==> config.mk <==
export PLATFORM = sky130hd
export DESIGN_NAME = cpu_cmd_issuer_flat
export DESIGN_NICKNAME = d
export VERILOG_FILES = /design/src/rtl/cpu_cmd_issuer_if.sv /design/src/rtl/cpu_cmd_issuer.sv /design/src/flat_wrapper.sv
export SDC_FILE = /design/constraint.sdc
export NUM_CORES = 1
export LEC_CHECK = 0
export BUFFER_PORTS_ARGS = -buffer_cell sky130_fd_sc_hd__buf_2
export CAP_MARGIN = 0
export CORE_MARGIN = 1
export CORE_UTILIZATION = 42
export CTS_CLUSTER_DIAMETER = 80
export CTS_CLUSTER_SIZE = 14
export DETAILED_ROUTE_END_ITERATION = 7
export PLACE_DENSITY = 0.71
export SYNTH_ARGS = -nofsm -noshare
export SYNTH_HDL_FRONTEND = slang
export SYNTH_SLANG_ARGS = --single-unit
==> constraint.sdc <==
create_clock -name clk -period 6.14 [get_ports clk]
set_clock_uncertainty 0.1 [all_clocks]
set_input_delay 1.228 -clock clk [delete_from_list [all_inputs] [get_ports clk]]
set_output_delay 1.228 -clock clk [all_outputs]
set_load 0.005 [all_outputs]
==> src/rtl/cpu_cmd_issuer_if.sv <==
// cpu_cmd_issuer_if: bundles the command stream, the response stream and the
// cpu control/result pins handled by cpu_cmd_issuer.
// The slave modport is the issuer's view. The master modport is the
// environment's view: the command source, the response sink and the cpu.
interface cpu_cmd_issuer_if;
    logic        cmd_valid;
    logic        cmd_ready;
    logic [2:0]  cmd_op;
    logic [4:0]  cmd_addr_a;
    logic [4:0]  cmd_addr_b;
    logic [31:0] cmd_data;

    logic [4:0]  cpu_addr_a;
    logic [4:0]  cpu_addr_b;
    logic [31:0] cpu_data_in;
    logic [1:0]  cpu_opsel;
    logic [2:0]  cpu_outsel;
    logic        cpu_asel;
    logic        cpu_bsel;
    logic        cpu_oen;
    logic [31:0] cpu_out;
    logic        cpu_over;

    logic        rsp_valid;
    logic        rsp_ready;
    logic [31:0] rsp_data;
    logic        rsp_over;
    logic        rsp_err;

    modport slave (
        input  cmd_valid, cmd_op, cmd_addr_a, cmd_addr_b, cmd_data,
        input  cpu_out, cpu_over, rsp_ready,
        output cmd_ready,
        output cpu_addr_a, cpu_addr_b, cpu_data_in, cpu_opsel, cpu_outsel,
        output cpu_asel, cpu_bsel, cpu_oen,
        output rsp_valid, rsp_data, rsp_over, rsp_err
    );

    modport master (
        output cmd_valid, cmd_op, cmd_addr_a, cmd_addr_b, cmd_data,
        output cpu_out, cpu_over, rsp_ready,
        input  cmd_ready,
        input  cpu_addr_a, cpu_addr_b, cpu_data_in, cpu_opsel, cpu_outsel,
        input  cpu_asel, cpu_bsel, cpu_oen,
        input  rsp_valid, rsp_data, rsp_over, rsp_err
    );
endinterface

==> src/rtl/cpu_cmd_issuer.sv <==
// cpu_cmd_issuer: accepts one command at a time, holds the decoded cpu drive
// for HOLD_CYCLES + CAPTURE_LAT cycles, then captures the cpu result and
// returns it on the response stream. All outputs are registered.
// Optional macro CPU_CMD_WRITE_ACK_EN: when defined, WRITE commands also
// return a response carrying the written data; otherwise WRITE is silent.
module cpu_cmd_issuer #(
    parameter int HOLD_CYCLES = 1,
    parameter int CAPTURE_LAT = 1
) (
    input  logic           clk,
    input  logic           rst_n,
    cpu_cmd_issuer_if.slave bus
);

    typedef enum logic [1:0] {
        IDLE,
        ISSUE,
        WAIT,
        RESP
    } state_t;

    typedef struct packed {
        logic [4:0]  addr_a;
        logic [4:0]  addr_b;
        logic [31:0] data_in;
        logic [1:0]  opsel;
        logic [2:0]  outsel;
        logic        asel;
        logic        bsel;
        logic        oen;
    } drive_t;

    localparam logic [2:0] OP_WRITE = 3'd0;
    localparam logic [2:0] OP_ADD   = 3'd1;
    localparam logic [2:0] OP_SUB   = 3'd2;
    localparam logic [2:0] OP_READ  = 3'd3;
    localparam logic [2:0] OP_COMP  = 3'd4;

    localparam logic [3:0] HOLD_LOAD = 4'(HOLD_CYCLES - 1);
    localparam logic [3:0] WAIT_LOAD = 4'(CAPTURE_LAT - 1);

    // Non-writing read of register 0: safe to present whenever nothing is issued.
    localparam drive_t IDLE_DRIVE = '{
        addr_a:  5'd0,
        addr_b:  5'd0,
        data_in: 32'd0,
        opsel:   2'b01,
        outsel:  3'b000,
        asel:    1'b1,
        bsel:    1'b0,
        oen:     1'b0
    };

    state_t      state;
    logic [3:0]  cnt;
    logic        cmd_ready_q;
    logic        write_q;
    drive_t      drive_q;
    logic        rsp_valid_q;
    logic [31:0] rsp_data_q;
    logic        rsp_over_q;
    logic        rsp_err_q;

    function automatic drive_t decode_drive(
        input logic [2:0]  op,
        input logic [4:0]  a,
        input logic [4:0]  b,
        input logic [31:0] d
    );
        drive_t dr;
        dr     = IDLE_DRIVE;
        dr.oen = 1'b1;
        case (op)
            OP_WRITE: begin
                dr.asel    = 1'b0;
                dr.bsel    = 1'b0;
                dr.opsel   = 2'b01;
                dr.outsel  = 3'b000;
                dr.addr_a  = 5'd0;
                dr.addr_b  = b;
                dr.data_in = d;
            end
            OP_ADD, OP_SUB: begin
                dr.asel   = 1'b1;
                dr.bsel   = 1'b1;
                dr.opsel  = (op == OP_ADD) ? 2'b00 : 2'b01;
                dr.outsel = 3'b001;
                dr.addr_a = a;
                dr.addr_b = b;
            end
            OP_READ: begin
                dr.asel   = 1'b1;
                dr.bsel   = 1'b0;
                dr.opsel  = 2'b01;
                dr.outsel = 3'b000;
                dr.addr_a = a;
                dr.addr_b = a;
            end
            OP_COMP: begin
                dr.asel   = 1'b1;
                dr.bsel   = 1'b1;
                dr.opsel  = d[1:0];
                dr.outsel = 3'b100;
                dr.addr_a = a;
                dr.addr_b = b;
            end
            default: dr = IDLE_DRIVE;
        endcase
        return dr;
    endfunction

    // Command FSM: accept, hold the drive, capture the result, hand it back.
    always_ff @(posedge clk or negedge rst_n) begin
        if (!rst_n) begin
            state       <= IDLE;
            cnt         <= 4'd0;
            cmd_ready_q <= 1'b0;
            write_q     <= 1'b0;
            drive_q     <= IDLE_DRIVE;
            rsp_valid_q <= 1'b0;
            rsp_data_q  <= 32'd0;
            rsp_over_q  <= 1'b0;
            rsp_err_q   <= 1'b0;
        end else begin
            case (state)
                IDLE: begin
                    if (cmd_ready_q && bus.cmd_valid) begin
                        cmd_ready_q <= 1'b0;
                        write_q     <= (bus.cmd_op == OP_WRITE);
                        if (bus.cmd_op <= OP_COMP) begin
                            drive_q <= decode_drive(bus.cmd_op, bus.cmd_addr_a,
                                                    bus.cmd_addr_b, bus.cmd_data);
                            cnt     <= HOLD_LOAD;
                            state   <= ISSUE;
                        end else begin
                            rsp_valid_q <= 1'b1;
                            rsp_err_q   <= 1'b1;
                            rsp_data_q  <= 32'd0;
                            rsp_over_q  <= 1'b0;
                            state       <= RESP;
                        end
                    end else begin
                        cmd_ready_q <= 1'b1;
                    end
                end
                ISSUE: begin
                    if (cnt == 4'd0) begin
                        cnt   <= WAIT_LOAD;
                        state <= WAIT;
                    end else begin
                        cnt <= cnt - 4'd1;
                    end
                end
                WAIT: begin
                    if (cnt == 4'd0) begin
                        drive_q <= IDLE_DRIVE;
                        if (write_q) begin
`ifdef CPU_CMD_WRITE_ACK_EN
                            rsp_valid_q <= 1'b1;
                            rsp_data_q  <= drive_q.data_in;
                            rsp_over_q  <= 1'b0;
                            rsp_err_q   <= 1'b0;
                            state       <= RESP;
`else
                            cmd_ready_q <= 1'b1;
                            state       <= IDLE;
`endif
                        end else begin
                            rsp_valid_q <= 1'b1;
                            rsp_data_q  <= bus.cpu_out;
                            rsp_over_q  <= bus.cpu_over;
                            rsp_err_q   <= 1'b0;
                            state       <= RESP;
                        end
                    end else begin
                        cnt <= cnt - 4'd1;
                    end
                end
                RESP: begin
                    if (bus.rsp_ready) begin
                        rsp_valid_q <= 1'b0;
                        cmd_ready_q <= 1'b1;
                        state       <= IDLE;
                    end
                end
                default: begin
                    drive_q     <= IDLE_DRIVE;
                    rsp_valid_q <= 1'b0;
                    cmd_ready_q <= 1'b0;
                    state       <= IDLE;
                end
            endcase
        end
    end

    assign bus.cmd_ready   = cmd_ready_q;
    assign bus.cpu_addr_a  = drive_q.addr_a;
    assign bus.cpu_addr_b  = drive_q.addr_b;
    assign bus.cpu_data_in = drive_q.data_in;
    assign bus.cpu_opsel   = drive_q.opsel;
    assign bus.cpu_outsel  = drive_q.outsel;
    assign bus.cpu_asel    = drive_q.asel;
    assign bus.cpu_bsel    = drive_q.bsel;
    assign bus.cpu_oen     = drive_q.oen;
    assign bus.rsp_valid   = rsp_valid_q;
    assign bus.rsp_data    = rsp_data_q;
    assign bus.rsp_over    = rsp_over_q;
    assign bus.rsp_err     = rsp_err_q;

endmodule

==> src/flat_wrapper.sv <==
// flat-port wrapper written by rule: the top's interface ports become plain ports
module cpu_cmd_issuer_flat 
#(
    parameter int HOLD_CYCLES = 1,
    parameter int CAPTURE_LAT = 1
)
  (clk, rst_n, bus_cmd_valid, bus_cmd_op, bus_cmd_addr_a, bus_cmd_addr_b, bus_cmd_data, bus_cpu_out, bus_cpu_over, bus_rsp_ready, bus_cmd_ready, bus_cpu_addr_a, bus_cpu_addr_b, bus_cpu_data_in, bus_cpu_opsel, bus_cpu_outsel, bus_cpu_asel, bus_cpu_bsel, bus_cpu_oen, bus_rsp_valid, bus_rsp_data, bus_rsp_over, bus_rsp_err);
  cpu_cmd_issuer_if bus_i ();
  input  logic clk;
  input  logic rst_n;
  input wire logic [$bits(bus_i.cmd_valid)-1:0] bus_cmd_valid;
  input wire logic [$bits(bus_i.cmd_op)-1:0] bus_cmd_op;
  input wire logic [$bits(bus_i.cmd_addr_a)-1:0] bus_cmd_addr_a;
  input wire logic [$bits(bus_i.cmd_addr_b)-1:0] bus_cmd_addr_b;
  input wire logic [$bits(bus_i.cmd_data)-1:0] bus_cmd_data;
  input wire logic [$bits(bus_i.cpu_out)-1:0] bus_cpu_out;
  input wire logic [$bits(bus_i.cpu_over)-1:0] bus_cpu_over;
  input wire logic [$bits(bus_i.rsp_ready)-1:0] bus_rsp_ready;
  output wire logic [$bits(bus_i.cmd_ready)-1:0] bus_cmd_ready;
  output wire logic [$bits(bus_i.cpu_addr_a)-1:0] bus_cpu_addr_a;
  output wire logic [$bits(bus_i.cpu_addr_b)-1:0] bus_cpu_addr_b;
  output wire logic [$bits(bus_i.cpu_data_in)-1:0] bus_cpu_data_in;
  output wire logic [$bits(bus_i.cpu_opsel)-1:0] bus_cpu_opsel;
  output wire logic [$bits(bus_i.cpu_outsel)-1:0] bus_cpu_outsel;
  output wire logic [$bits(bus_i.cpu_asel)-1:0] bus_cpu_asel;
  output wire logic [$bits(bus_i.cpu_bsel)-1:0] bus_cpu_bsel;
  output wire logic [$bits(bus_i.cpu_oen)-1:0] bus_cpu_oen;
  output wire logic [$bits(bus_i.rsp_valid)-1:0] bus_rsp_valid;
  output wire logic [$bits(bus_i.rsp_data)-1:0] bus_rsp_data;
  output wire logic [$bits(bus_i.rsp_over)-1:0] bus_rsp_over;
  output wire logic [$bits(bus_i.rsp_err)-1:0] bus_rsp_err;
  assign bus_i.cmd_valid = bus_cmd_valid;
  assign bus_i.cmd_op = bus_cmd_op;
  assign bus_i.cmd_addr_a = bus_cmd_addr_a;
  assign bus_i.cmd_addr_b = bus_cmd_addr_b;
  assign bus_i.cmd_data = bus_cmd_data;
  assign bus_i.cpu_out = bus_cpu_out;
  assign bus_i.cpu_over = bus_cpu_over;
  assign bus_i.rsp_ready = bus_rsp_ready;
  assign bus_cmd_ready = bus_i.cmd_ready;
  assign bus_cpu_addr_a = bus_i.cpu_addr_a;
  assign bus_cpu_addr_b = bus_i.cpu_addr_b;
  assign bus_cpu_data_in = bus_i.cpu_data_in;
  assign bus_cpu_opsel = bus_i.cpu_opsel;
  assign bus_cpu_outsel = bus_i.cpu_outsel;
  assign bus_cpu_asel = bus_i.cpu_asel;
  assign bus_cpu_bsel = bus_i.cpu_bsel;
  assign bus_cpu_oen = bus_i.cpu_oen;
  assign bus_rsp_valid = bus_i.rsp_valid;
  assign bus_rsp_data = bus_i.rsp_data;
  assign bus_rsp_over = bus_i.rsp_over;
  assign bus_rsp_err = bus_i.rsp_err;
  cpu_cmd_issuer #(.HOLD_CYCLES(HOLD_CYCLES), .CAPTURE_LAT(CAPTURE_LAT)) u_core (.clk(clk), .rst_n(rst_n), .bus(bus_i));
endmodule
==> Word-level counts from Yosys, hierarchy flattened <==
Cells that the tools add are included.
{ "totals": {"reg_bits": 93, "in_bits": 82, "output_inout_bits": 86, "elab_cells": 96} }
{ "classes": {"add_sub_neg": 1, "magnitude_cmp": 1, "n_eq_ne": 16, "mux": 45, "reduce_logical": 17} }
{ "op_table": {"columns": ["op", "count"], "rows": [
  ["2-to-1 mux 32 bit", 5],
  ["2-to-1 mux 50 bit", 3],
  ["case mux 50 bit (2 select lines)", 1],
  ["case mux 32 bit (2 select lines)", 1],
  ["case mux 10 bit (3 select lines)", 1],
  ["case mux 7 bit (3 select lines)", 1],
  ["2-to-1 mux 1 bit", 17],
  ["2-to-1 mux 4 bit", 4],
  ["AND reduction 4 bit", 4],
  ["2-to-1 mux 2 bit", 6],
  ["case mux 4 bit (3 select lines)", 1],
  ["inequality test 2 x 1 -> 1 bit (second input constant)", 5],
  ["inequality test 2 bit (second input constant)", 4],
  ["case mux 2 bit (4 select lines)", 1],
  ["== test 3 x 2 -> 1 bit (second input constant)", 2],
  ["case mux 1 bit (3 select lines)", 2],
  ["AND reduction 6 bit", 1],
  ["nonzero test 3 bit", 2],
  ["AND reduction 5 bit", 1],
  ["OR reduction 5 bit", 1],
  ["== test 2 bit (second input constant)", 2],
  ["logical NOT 4 bit", 1],
  ["case mux 1 bit (2 select lines)", 2],
  ["subtractor 4 x 1 -> 4 bit (second input constant)", 1],
  ["11 further kinds", 11]
]} }

==> Longest topological paths before layout <==
{ "depth": {"ltp_word": 6, "ltp_mapped": 9, "depth_no_buf": 6} }

==> Least setup slack after synthesis <==
No wires, ideal clock.
{ "synth_timing": {"kind": "input to register", "startpoint": "in bus_cmd_op[1]", "endpoint": "reg u_core.cnt[1]", "setup_time_ns": 0.125, "arrival_time_ns": 2.375, "required_ns": 5.915, "setup_slack_ns": 3.540, "stages": 4, "n_path_buf": 1, "path_cell_list": "buf_4 -> o21a_1 -> a2111oi_4 -> mux2_2"} }
{ "synth_between": {"elab_chain_len": 3} }
{ "synth_lines": {"columns": ["element", "line_no", "text"], "rows": [
  ["from (decl)", "flat_wrapper.sv:12", "input wire logic [$bits(bus_i.cmd_op)-1:0] bus_cmd_op;"],
  ["less-or-equal comparator 3 bit", "cpu_cmd_issuer.sv:130", "if (bus.cmd_op <= OP_COMP) begin"],
  ["inequality test 2 x 1 -> 1 bit (no line)", null, null],
  ["AND reduction 4 bit (no line)", null, null],
  ["to (signal assigned)", "cpu_cmd_issuer.sv:151", "cnt <= cnt - 4'd1;"],
  ["to (signal assigned)", "cpu_cmd_issuer.sv:176", "cnt <= cnt - 4'd1;"],
  ["to (decl)", "cpu_cmd_issuer.sv:55", "logic [3:0] cnt;"]
]} }
Every way passes these cells.
A chain may end at the register's enable or synchronous reset.

==> Worst setup path in the final report <==
{ "layout_timing": {"startpoint": "reg u_core.state[0]", "endpoint": "reg u_core.drive_q (netlist bit u_core.bus.cpu_data_in[3])"} }
{ "layout_between": {"elab_chain_len": 3, "word_cells_on_any_way": 8, "classes_between": "eq/ne: 4; mux: 1; reduce/logical: 3"} }
{ "layout_lines": {"columns": ["element", "line_no", "text"], "rows": [
  ["from (decl)", "cpu_cmd_issuer.sv:54", "state_t state;"],
  ["from (signal assigned)", "cpu_cmd_issuer.sv:115", "state <= IDLE;"],
  ["from (signal assigned)", "cpu_cmd_issuer.sv:134", "state <= ISSUE;"],
  ["from (signal assigned)", "cpu_cmd_issuer.sv:140", "state <= RESP;"],
  ["== test 2 bit / logical NOT 2 bit (equally long branches)", "cpu_cmd_issuer.sv:125", "case (state)"],
  ["inequality test 2 x 1 -> 1 bit (no line) / nonzero test 2 bit (equally long branches)", null, null],
  ["AND reduction 4 bit (no line)", null, null],
  ["to (signal assigned)", "cpu_cmd_issuer.sv:131", "drive_q <= decode_drive(bus.cmd_op, bus.cmd_addr_a,"],
  ["to (decl)", "cpu_cmd_issuer.sv:58", "drive_t drive_q;"]
]} }
Several ways; a longest one is shown, not always the timed one.

==> out/metrics.cfg <==
[outcome]
status = complete, no violations

[global_route]
use_met1_pct = 25.9
antenna_found_initial = 0
grt_util_all_layers_pct = 19.2
grt_max_degree = 59
use_met3_pct = 2.77
met2_usage_pct = 31.6
overflow = 0
grt_pass1_vias = 2913
busiest_layer = met2
grt_pass1_wl_um = 14700

[sta]
setup_viol = 0
holdWs_ns = 0.373
hold_viol = 0
finalSetupTns_ns = 0
finalCriticalPeriod_ns = 2.92
rsz0062_at_grt = no
max_freq_ghz = 0.343
maxSlewHeadroom_pct = 21.2
report.final.slew_viol_count = 0
worstMarginPinSlew_ns = 1.18
timing.final.crit_share_pct = 47.6

[job]
cap_violations = 0

[power_and_ir_drop]
p_leak_nw = 2.67
powerDensity_nw_per_um2 = 479
peakVddDrop_mv = 0.296
power.total_mw = 2.36

[floorplanning]
io_pins = 168
start_util_pct = 44.2
die_x_um = 98.8
die_h_um = 98.8
fp.coreArea_um2 = 8890
dieArea_um2 = 9750
floorplan.rows = 34

[clocking]
clock-sinks = 92
cts_resized = 0
post_cts_buffers = 0
htree_levels = 3
cts-root-buf = clkbuf_8
cts-hold-fix-buffers = 0
clk_pin_slew_ns = 0.09
cts_tree = yes
clk_latency_ns = 0.35
cts_buffers = 9
cts_max_path_buffers = 2

[detailed_routing]
drt-initial-drc-count = 121
first_pass_iters = 4
totalWireLength_um = 9090
post_drt_via_cell_ratio = 5.36
wl_per_cell_um = 15.9
ant_nets = 0
drc_errors = 0
vias = 3061

[synthesis]
async_flop_share_pct = 100
syn_area_um2 = 3930
synth-seq-cells = 92
synth-edff-count = 0
synth-main-ff-cell = dfrtp_1
synth_nets = 389
synth-warning-count = 0
yosysUniqueCellTypes = 50
ys_seq_area_share_pct = 58.6
synth.avg_cell_area_um2 = 13.1
synth_cells = 300

[setup_path]
critical_path.slowest_cell = nor3_4
cp.required_ns = 6.32
r2r_slack_ns = 3.22
cp_cell_sequence = inv_1 > ha_1 > nand3_1 > nor3_4 > a22o_1
max_stage_delay_ns = 1.04
worstPathArrival_ns = 3.10
crit_path_start_kind = register
critPathCaptureType = register
path_max_fanout = 33
crit_type = reg2reg

[place]
dp_hpwl_um = 6460
placed_area_um2 = 4750
portBuffers = 166
gp_congestion = 0.816

[finish]
final_nets = 547
insertedDiodeCount = 0
final_design_area_no_fill_um2 = 4930
n_fill_cell = 795
drive_above_1_share_pct = 43.6
area_delta_synth_final_pct = 25.5

[worst_hold_path]
holdCritPathClass = reg2reg

-- where the power goes --
part / internal, mW / total (mW) / switching [mW]
Clock: 0.164 / 0.387 / 0.224
Sequential: 0.819 / 0.937 / 0.118
Combinational: 0.472 / 1.04 / 0.565
-- cells in the final DEF, fill, tap and decap left out, types with 4 or more instances in the layout --
| cell type | count |
|---|---|
| clkbuf_8 | 10 |
| nor2_1 | 7 |
| buf_2 | 165 |
| buf_4 | 4 |
| dfrtp_1 | 90 |
| a22o_1 | 75 |
| o21ai_0 | 16 |
| inv_1 | 8 |
| nand2b_1 | 4 |
| ha_1 | 7 |
| nand2_1 | 20 |
-- sequential cells by signal (all words and copies together) (netlist names), 2 cells and up --
| register | cells |
|---|---|
| u_core.state | 2 |
| u_core.cnt | 4 |
| u_core.bus.cpu_addr_a | 5 |
| u_core.bus.cpu_outsel | 2 |
| u_core.bus.cpu_opsel | 2 |
| u_core.bus.rsp_data | 32 |
| u_core.bus.cpu_data_in | 32 |
| u_core.bus.cpu_addr_b | 5 |
-- cell families (layout without fill, tap and decap cells) --
logic type	Yosys count	count (layout)	share of synthesized area, %
AOI/OAI and AO/OA	114	114	24.6
muxes	3	3	0.827
adders and majority gates	7	7	2.23
buffers and inverters	30	193	5.44
xor gates and xnor gates	2	2	0.446
DFF	92	92	58.6
other	1	1	0.0954
and+or+nand+nor	51	51	7.80
-- synthesized netlist by cell type, types with 2 or more instances --
cell	count	share of area, %
buf_6	11	3.1
o211ai_2	2	0.64
o2bb2ai_1	2	0.45
nand2b_1	4	0.64
nor3_1	3	0.38
nand3_1	2	0.25
a22o_1	75	17
dfrtp_1	90	57
clkbuf_1	4	0.38
inv_1	8	0.76
dfstp_2	2	1.3
buf_2	3	0.38
nor2_1	7	0.67
o21ai_2	2	0.45
mux2_2	2	0.57
o21ai_0	16	2.0
ha_1	7	2.2
buf_4	4	0.76
o31ai_1	2	0.38
nor3b_1	2	0.38
a21oi_1	3	0.38
nor2b_1	2	0.32
nand2_1	20	1.9
-- metal layers --
layer | part of all wire (%) | wire (um) | vias up
li1 | - | - | 1440
met1 | 46 | 4140 | 1520
met2 | 50 | 4500 | 89
met3 | 3.2 | 289 | 12
met4 | 1.7 | 156 | 0
met5 | 0 | 0 | -
-- worst paths after layout --
path                                              to  cells past startpoint           startpoint
max in group asynchronous  u_core.bus.cpu_data_in[2]                      2                rst_n
setup reg to reg           u_core.bus.cpu_data_in[3]                      5      u_core.state[0]
hold / removal                   u_core.bus.cpu_asel                      2  u_core.bus.cpu_asel
min in group asynchronous    u_core.bus.rsp_data[30]                      1                rst_n
setup / recovery           u_core.bus.cpu_data_in[3]                      5      u_core.state[0]
hold reg to reg                  u_core.bus.cpu_asel                      2  u_core.bus.cpu_asel
-- layout make-up --
| type | instances | area, um^2 | share of cell area, % |
|---|---|---|---|
| Clock inverter | 5 | 43.8 | 0.888 |
| Tap cell | 108 | 135 | 2.74 |
| Inverter | 8 | 30.0 | 0.609 |
| Multi-Input combinational cell | 178 | 1420 | 28.8 |
| Sequential cell | 92 | 2300 | 46.7 |
| Timing Repair Buffer | 169 | 856 | 17.3 |
| Clock buffer | 11 | 141 | 2.87 |
-- stage by stage --
step	instances	setup slack, ns	util, %
finish	571	3.22	55.5
global route	571	2.98	55.5
CTS	571	3.20	55.5
detailed placement	555	2.95	53.4
global placement	555	3.03	53.4
floorplan	300	3.54	-
-- worst max-delay path, delay by kind of cell (launching register included) --
kind	cells	cell delay, ns
AO/OA/AOI/OAI	1	0.25
adder cells (fa/ha/maj)	1	0.50
buffers and inverters	1	0.11
flip-flops	1	0.43
AND/OR/NAND/NOR	2	1.45
No activity file was read; power rests on OpenSTA's default activity.
